`config.mk`:
```
export PLATFORM = sky130hd
export DESIGN_NAME = trit_pack_buffer
export DESIGN_NICKNAME = d
export VERILOG_FILES = /design/src/rtl/trit_pkg.sv /design/src/rtl/trit_lane_acc.sv /design/src/rtl/trit_pack_buffer.sv
export SDC_FILE = /design/constraint.sdc
export NUM_CORES = 2
export LEC_CHECK = 0
export ABC_CLOCK_PERIOD_IN_PS = 91600
export BUFFER_PORTS_ARGS = -buffer_cell sky130_fd_sc_hd__buf_4
export CAP_MARGIN = 10
export CORE_AREA = 2 2 433 435
export CTS_BUF_LIST = sky130_fd_sc_hd__clkbuf_4 sky130_fd_sc_hd__clkbuf_8
export DETAILED_ROUTE_END_ITERATION = 12
export DIE_AREA = 0 0 435 437
export GPL_ROUTABILITY_DRIVEN = 1
export PLACE_DENSITY = 0.41
export SLEW_MARGIN = 20
export SYNTH_ARGS = -nofsm -noshare
export SYNTH_HDL_FRONTEND = slang
export SYNTH_SLANG_ARGS = --single-unit
```
`constraint.sdc`:
```
create_clock -name clk -period 91.6 [get_ports clk]
set_clock_uncertainty 0.2 [all_clocks]
set_input_delay 13.74 -clock clk [delete_from_list [all_inputs] [get_ports clk]]
set_output_delay 13.74 -clock clk [all_outputs]
set_load 0.005 [all_outputs]
```
`src/rtl/trit_pkg.sv`:
```
// Shared trit encodings, base-3 weights and buffer state type for the trit packer.
package trit_pkg;

    typedef logic [1:0] trit_t;

    localparam trit_t TRIT_0       = 2'b00;
    localparam trit_t TRIT_1       = 2'b01;
    localparam trit_t TRIT_2       = 2'b10;
    localparam trit_t TRIT_ILLEGAL = 2'b11;

    localparam int TRITS_PER_BYTE = 5;

    localparam logic [7:0] POW3 [TRITS_PER_BYTE] = '{8'd1, 8'd3, 8'd9, 8'd27, 8'd81};

    typedef enum logic [1:0] {
        FILL  = 2'd0,
        FLUSH = 2'd1,
        HOLD  = 2'd2
    } state_t;

endpackage

```
`src/rtl/trit_lane_acc.sv`:
```
// One lane's base-3 byte accumulator; o_acc_next is the value including this cycle's trit,
// so the parent can shift a completed byte in the same cycle the accumulator clears.
module trit_lane_acc
    import trit_pkg::*;
(
    input  logic        clk,
    input  logic        rst,
    input  trit_t       i_trit,
    input  logic [2:0]  i_tcnt,
    input  logic        i_add,
    input  logic        i_clear,
    output logic [7:0]  o_acc_next
);

    logic [7:0] r_acc;
    logic [7:0] w_term;

    // An illegal 11 trit contributes nothing, exactly like a 0.
    always_comb begin
        w_term = '0;
        if (i_add) begin
            case (i_trit)
                TRIT_1:  w_term = POW3[i_tcnt];
                TRIT_2:  w_term = {POW3[i_tcnt][6:0], 1'b0};
                TRIT_0, TRIT_ILLEGAL: w_term = '0;
                default: w_term = '0;
            endcase
        end
    end

    assign o_acc_next = r_acc + w_term;

    always_ff @(posedge clk or posedge rst) begin
        if (rst) begin
            r_acc <= '0;
        end else if (i_clear) begin
            r_acc <= '0;
        end else if (i_add) begin
            r_acc <= o_acc_next;
        end
    end

endmodule

```
`src/rtl/trit_pack_buffer.sv`:
```
// Packs LANES trits/beat into bytes and hash-sized blocks; in_ready drops while a block is flushed or held.
// Optional sticky illegal-trit flag `err` when TRIT_PACK_ERR_EN is defined.
module trit_pack_buffer
    import trit_pkg::*;
#(
    parameter int LANES     = 2,
    parameter int HASH_BITS = 1088
) (
    input  logic                                clk,
    input  logic                                ovr_rst,
    input  logic                                in_valid,
    output logic                                in_ready,
    input  logic [2*LANES-1:0]                  in_trits,
    input  logic                                flush,
    output logic                                blk_valid,
    input  logic                                blk_ready,
    output logic [HASH_BITS-1:0]                blk_data,
    output logic [$clog2(HASH_BITS/8+1)-1:0]    blk_len,
    output logic                                blk_last,
    output logic                                busy
`ifdef TRIT_PACK_ERR_EN
    ,
    output logic                                err
`endif
);

    localparam int SLOT_BITS = 8 * LANES;
    localparam int SLOTS     = HASH_BITS / SLOT_BITS;
    localparam int SW        = $clog2(SLOTS + 1);
    localparam int LEN_W     = $clog2(HASH_BITS / 8 + 1);

    if ((HASH_BITS % SLOT_BITS) != 0) begin : g_bad_cfg
        $error("trit_pack_buffer: HASH_BITS must be a multiple of 8*LANES");
    end

    state_t                 r_state;
    logic                   r_in_ready;
    logic                   r_blk_valid;
    logic [LEN_W-1:0]       r_blk_len;
    logic                   r_blk_last;
    logic                   r_busy;
    logic [2:0]             r_tcnt;
    logic [SW-1:0]          r_scnt;
    logic [HASH_BITS-1:0]   r_buf;

    logic                   w_beat;
    logic                   w_tcnt_last;
    logic                   w_grp_done;
    logic [2:0]             w_tcnt_eff;
    logic [SW-1:0]          w_scnt_grp;
    logic                   w_flush_eff;
    logic                   w_close;
    logic                   w_shift_fill;
    logic [SW-1:0]          w_scnt_new;
    logic [LEN_W-1:0]       w_len_new;
    logic [SLOT_BITS-1:0]   w_slot;

    // r_in_ready is only ever set in FILL, so it doubles as the state qualifier for beats.
    assign w_beat       = in_valid && r_in_ready;
    assign w_tcnt_last  = (r_tcnt == 3'(TRITS_PER_BYTE - 1));
    assign w_grp_done   = w_beat && w_tcnt_last;
    assign w_tcnt_eff   = w_beat ? (w_tcnt_last ? 3'd0 : r_tcnt + 3'd1) : r_tcnt;
    assign w_scnt_grp   = r_scnt + SW'(w_grp_done);
    assign w_flush_eff  = flush && (r_state == FILL) && ((w_tcnt_eff != 3'd0) || (w_scnt_grp != '0));
    assign w_close      = w_flush_eff && (w_tcnt_eff != 3'd0);
    assign w_shift_fill = w_grp_done || w_close;
    assign w_scnt_new   = r_scnt + SW'(w_shift_fill);
    assign w_len_new    = LEN_W'(w_scnt_new) * LEN_W'(LANES);

    for (genvar k = 0; k < LANES; k++) begin : g_lane
        trit_lane_acc u_acc (
            .clk        (clk),
            .rst        (ovr_rst),
            .i_trit     (in_trits[2*k +: 2]),
            .i_tcnt     (r_tcnt),
            .i_add      (w_beat),
            .i_clear    (w_shift_fill),
            .o_acc_next (w_slot[8*k +: 8])
        );
    end

    always_ff @(posedge clk or posedge ovr_rst) begin
        if (ovr_rst) begin
            r_state     <= FILL;
            r_in_ready  <= 1'b1;
            r_blk_valid <= 1'b0;
            r_blk_len   <= '0;
            r_blk_last  <= 1'b0;
            r_busy      <= 1'b0;
            r_tcnt      <= '0;
            r_scnt      <= '0;
            r_buf       <= '0;
        end else begin
            case (r_state)
                FILL: begin
                    r_tcnt <= w_close ? 3'd0 : w_tcnt_eff;
                    if (w_shift_fill) begin
                        r_buf  <= {w_slot, r_buf[HASH_BITS-1:SLOT_BITS]};
                        r_scnt <= w_scnt_new;
                    end
                    if (w_shift_fill && (w_scnt_new == SW'(SLOTS))) begin
                        r_state     <= HOLD;
                        r_in_ready  <= 1'b0;
                        r_busy      <= 1'b1;
                        r_blk_valid <= 1'b1;
                        r_blk_len   <= w_len_new;
                        r_blk_last  <= w_flush_eff;
                    end else if (w_flush_eff) begin
                        r_state    <= FLUSH;
                        r_in_ready <= 1'b0;
                        r_busy     <= 1'b1;
                        r_blk_len  <= w_len_new;
                        r_blk_last <= 1'b1;
                    end
                end
                // Zero slots push the packed bytes down until the first byte sits at [7:0].
                FLUSH: begin
                    r_buf  <= {{SLOT_BITS{1'b0}}, r_buf[HASH_BITS-1:SLOT_BITS]};
                    r_scnt <= r_scnt + SW'(1);
                    if ((r_scnt + SW'(1)) == SW'(SLOTS)) begin
                        r_state     <= HOLD;
                        r_blk_valid <= 1'b1;
                    end
                end
                HOLD: begin
                    if (blk_ready) begin
                        r_state     <= FILL;
                        r_in_ready  <= 1'b1;
                        r_busy      <= 1'b0;
                        r_blk_valid <= 1'b0;
                        r_blk_len   <= '0;
                        r_blk_last  <= 1'b0;
                        r_scnt      <= '0;
                        r_buf       <= '0;
                    end
                end
                default: begin
                    r_state <= FILL;
                end
            endcase
        end
    end

    assign in_ready  = r_in_ready;
    assign blk_valid = r_blk_valid;
    assign blk_data  = r_buf;
    assign blk_len   = r_blk_len;
    assign blk_last  = r_blk_last;
    assign busy      = r_busy;

`ifdef TRIT_PACK_ERR_EN
    logic r_err;
    logic w_any_ill;

    always_comb begin
        w_any_ill = 1'b0;
        for (int k = 0; k < LANES; k++) begin
            if (in_trits[2*k +: 2] == TRIT_ILLEGAL) begin
                w_any_ill = 1'b1;
            end
        end
    end

    always_ff @(posedge clk or posedge ovr_rst) begin
        if (ovr_rst) begin
            r_err <= 1'b0;
        end else if (w_beat && w_any_ill) begin
            r_err <= 1'b1;
        end
    end

    assign err = r_err;
`endif

endmodule

```
==> run metrics <==
max_slew headroom=22.6%; DR pass1 iterations=6; Hold Buf Count CTS=0; CTS Sinks=1127; CP top delay family=buffers and inverters; fin crit share=20.8%; cell count after synthesis=5040; Worst path slowest cell=buf_4; ranking of synthesized cells by area=dfrtp_1 62%, nand2_1 18%, nand3_1 12%, buf_2 1.8%, clkbuf_1 1.3%; Vias=around 39000; # rows=158; Overflow after GRT=0; drt drc=0; wire per inst=22.6 um; post-route ant nets=0; Worst setup SP type=input pin; kind of critical path=input pin to register; EDFF count, synth=0; die extent in y=437 um; detailed placer's ending HPWL=137000 um; TritonCTS buffer count=just over 200; Routability Congestion=slightly below 0.9; CTS root buf=clkbuf_8; Critical Path Max Stage Delay=about 0.93 ns; Netlist Area Pre-Place=0.0456 mm2; final hold vios=0; CP endpoint kind=register; Buffers on Ports=1107; Net Count, Synth=about 5100; Iter 0 DRT Violations=3136; cts repair resizes=0; largest area contributor in the netlist=dfrtp_1; status=complete, no violations; HP Class=register to register; Power Total=about 1.6 mW; clock latency of the later-clocked register in the worst-skew pair=0.98 ns; worst-margin pin slew=1.16 ns; Clock transition at path regs=approximately 0.060 ns; DR vias/cell=~4.5; ys async rst share=100%; Cell Pwr Density=25.8 mW/mm2; setup bufs post-CTS=0; RSZ-0062 raised after global routing=no; Yosys Warn Count=0; Ports=1109; first-pass GRT wire length=283000 um; number of global-route vias before repair=38432; Initial Util=around 25%; Unique masters post-synth=a little over 50; commonest non-fill, non-tap cells in the layout=2195 x nand2_1, 1150 x buf_4, 1126 x dfrtp_1, 1078 x nand3_1, 256 x clkbuf_8; most common cell after layout, fill and taps aside=nand2_1; most used cell, CP=buf_4; layout cells sized above 1=between 20% and 30%; predominant post-synthesis flop cell=dfrtp_1; # fillers=between 15000 and 20000; final setup fails=0; final wirelength=approximately 200000 um; die area=0.190 mm2; Slew Limit Fails=0; Leak=34.1 nW; Die Width=435 um; largest net degree at the start of global routing=201; worst-case clock buffer depth=3; CTS tree=built; fmax=52.4 MHz; setup TNS=0 ns; Critical Path RT=between 90 and 100 ns; initial antenna violation count=3; area grow syn2layout=31.6%; Max-Cap Viols=0; #FFs+latches synth=1127; core area=0.185 mm2; Nets=6067; syn avg cell area=9.04 um2; CP max FO=95; top-area cell type share of the netlist area=61.8%; H-tree Lvls=4; Arr. time, crit path=slightly below 20 ns; fin crit period=19.09 ns; VDD IR max=around 0.036 mV; CP cell instances=buf_4 -> nand2_1 -> o21a_1 -> nand2b_4 -> a211o_4 -> buf_4 -> buf_4 -> buf_4 -> buf_4 -> nand2_1 -> nand2_1; gr usage total=20.0%; crit path buf inv count=5; sequential share of the synthesized area=61.9%
Yosys cell counts, types with 5 or more instances:
cell type and count:
nand3b_1 6, ha_1 27, nand2b_1 7, buf_6 10
inv_1 15, nor3_1 11, xor2_1 7, mux2_2 5
dfrtp_1 1126, a22o_1 6, a21oi_1 19, nor2_1 46
buf_2 161, nand3_1 1078, a31oi_1 10, nand2_1 2195
xnor2_1 13, clkbuf_1 161, a21o_1 6, o31ai_1 12
buf_4 45, o21ai_0 19
final timing paths:
path                                    from            end  slack [ns]  depth (start not counted)
worst min-delay path            blk_data[11]   blk_data[11]        0.27                          2
max in group asynchronous            ovr_rst  blk_data[667]       74.75                          6
worst max register to register     r_tcnt[0]   blk_data[48]       84.79                         13
min in group asynchronous            ovr_rst  blk_data[874]       12.72                          2
worst min register to register  blk_data[11]   blk_data[11]        0.27                          2
worst max-delay path                in_valid   blk_data[48]       72.51                         11
metal layers:
layer	global-route usage, %	vias up	part of all wire (%)
met5	0	-	0
li1	-	18345	-
met1	25.0	19240	41
met4	6.89	0	3.4
met2	33.0	1145	49
met3	5.58	275	6.5
kinds of logic (layout without fill, tap and decap cells):
group           after synthesis  after routing  share of synthesized area [%]
simple gates               3361           3361                           30.9
fa+ha+maj                    29             29                          0.829
flops                      1127           1127                           61.9
other cells                   1              7                        0.00823
xor+xnor                     20             20                          0.384
buf+inv                     392           1531                           4.21
compound gates              103            103                           1.63
mux                           7              7                          0.167
power breakdown:
part | switching (mW) | internal (mW)
Sequential | 0.0150 | 0.512
Combinational | 0.451 | 0.0585
Clock | 0.228 | 0.285
per-stage QoR:
stage / instances / area, um2 / setup WS, ns / hold WS [ns] / util (%)
floorplan: 5040 / 45600 / 45.92 / 0.256 / -
global placement: 8301 / 55600 / 71.52 / 0.256 / 30.1
detailed placement: 8301 / 55600 / 71.51 / 0.260 / 30.1
CTS: 8659 / 60000 / 72.63 / 0.274 / 32.4
global route: 8661 / 60000 / 72.04 / 0.298 / 32.4
finish: 8665 / 60000 / 72.51 / 0.270 / 32.4
area by class of cell:
class | instances | area, um2 | share of cell area [%]
inverter | 15 | 63.8 | 0.106
clock inverter | 23 | 225 | 0.375
antenna | 6 | 15.0 | 0.0250
clock buffer | 335 | 4120 | 6.86
sequential | 1127 | 28200 | 47.0
multi-input combinational | 3521 | 15500 | 25.8
tap | 2480 | 3100 | 5.17
timing repair buffer | 1158 | 8780 | 14.6
worst reg2reg max path: stages, from the launching register on:
cell and delay, ns:
dfrtp_1 0.44, ha_1 0.18, inv_1 0.04, ha_1 0.30, nor3b_1 0.43, o211ai_2 0.23
nand2b_4 0.21, a211o_4 0.70, buf_4 0.91, buf_4 0.92, buf_4 0.93, buf_4 0.96
nand2_1 0.20, nand2_1 0.09
state kept, by name (all words and copies together) (netlist names):
name and cells:
blk_data 1088, g_lane.u_acc.r_acc 16, blk_len 7, r_scnt 7, r_tcnt 3, r_state 2
blk_last 1, blk_valid 1, busy 1, in_ready 1
(Power assumes the default switching activity.)
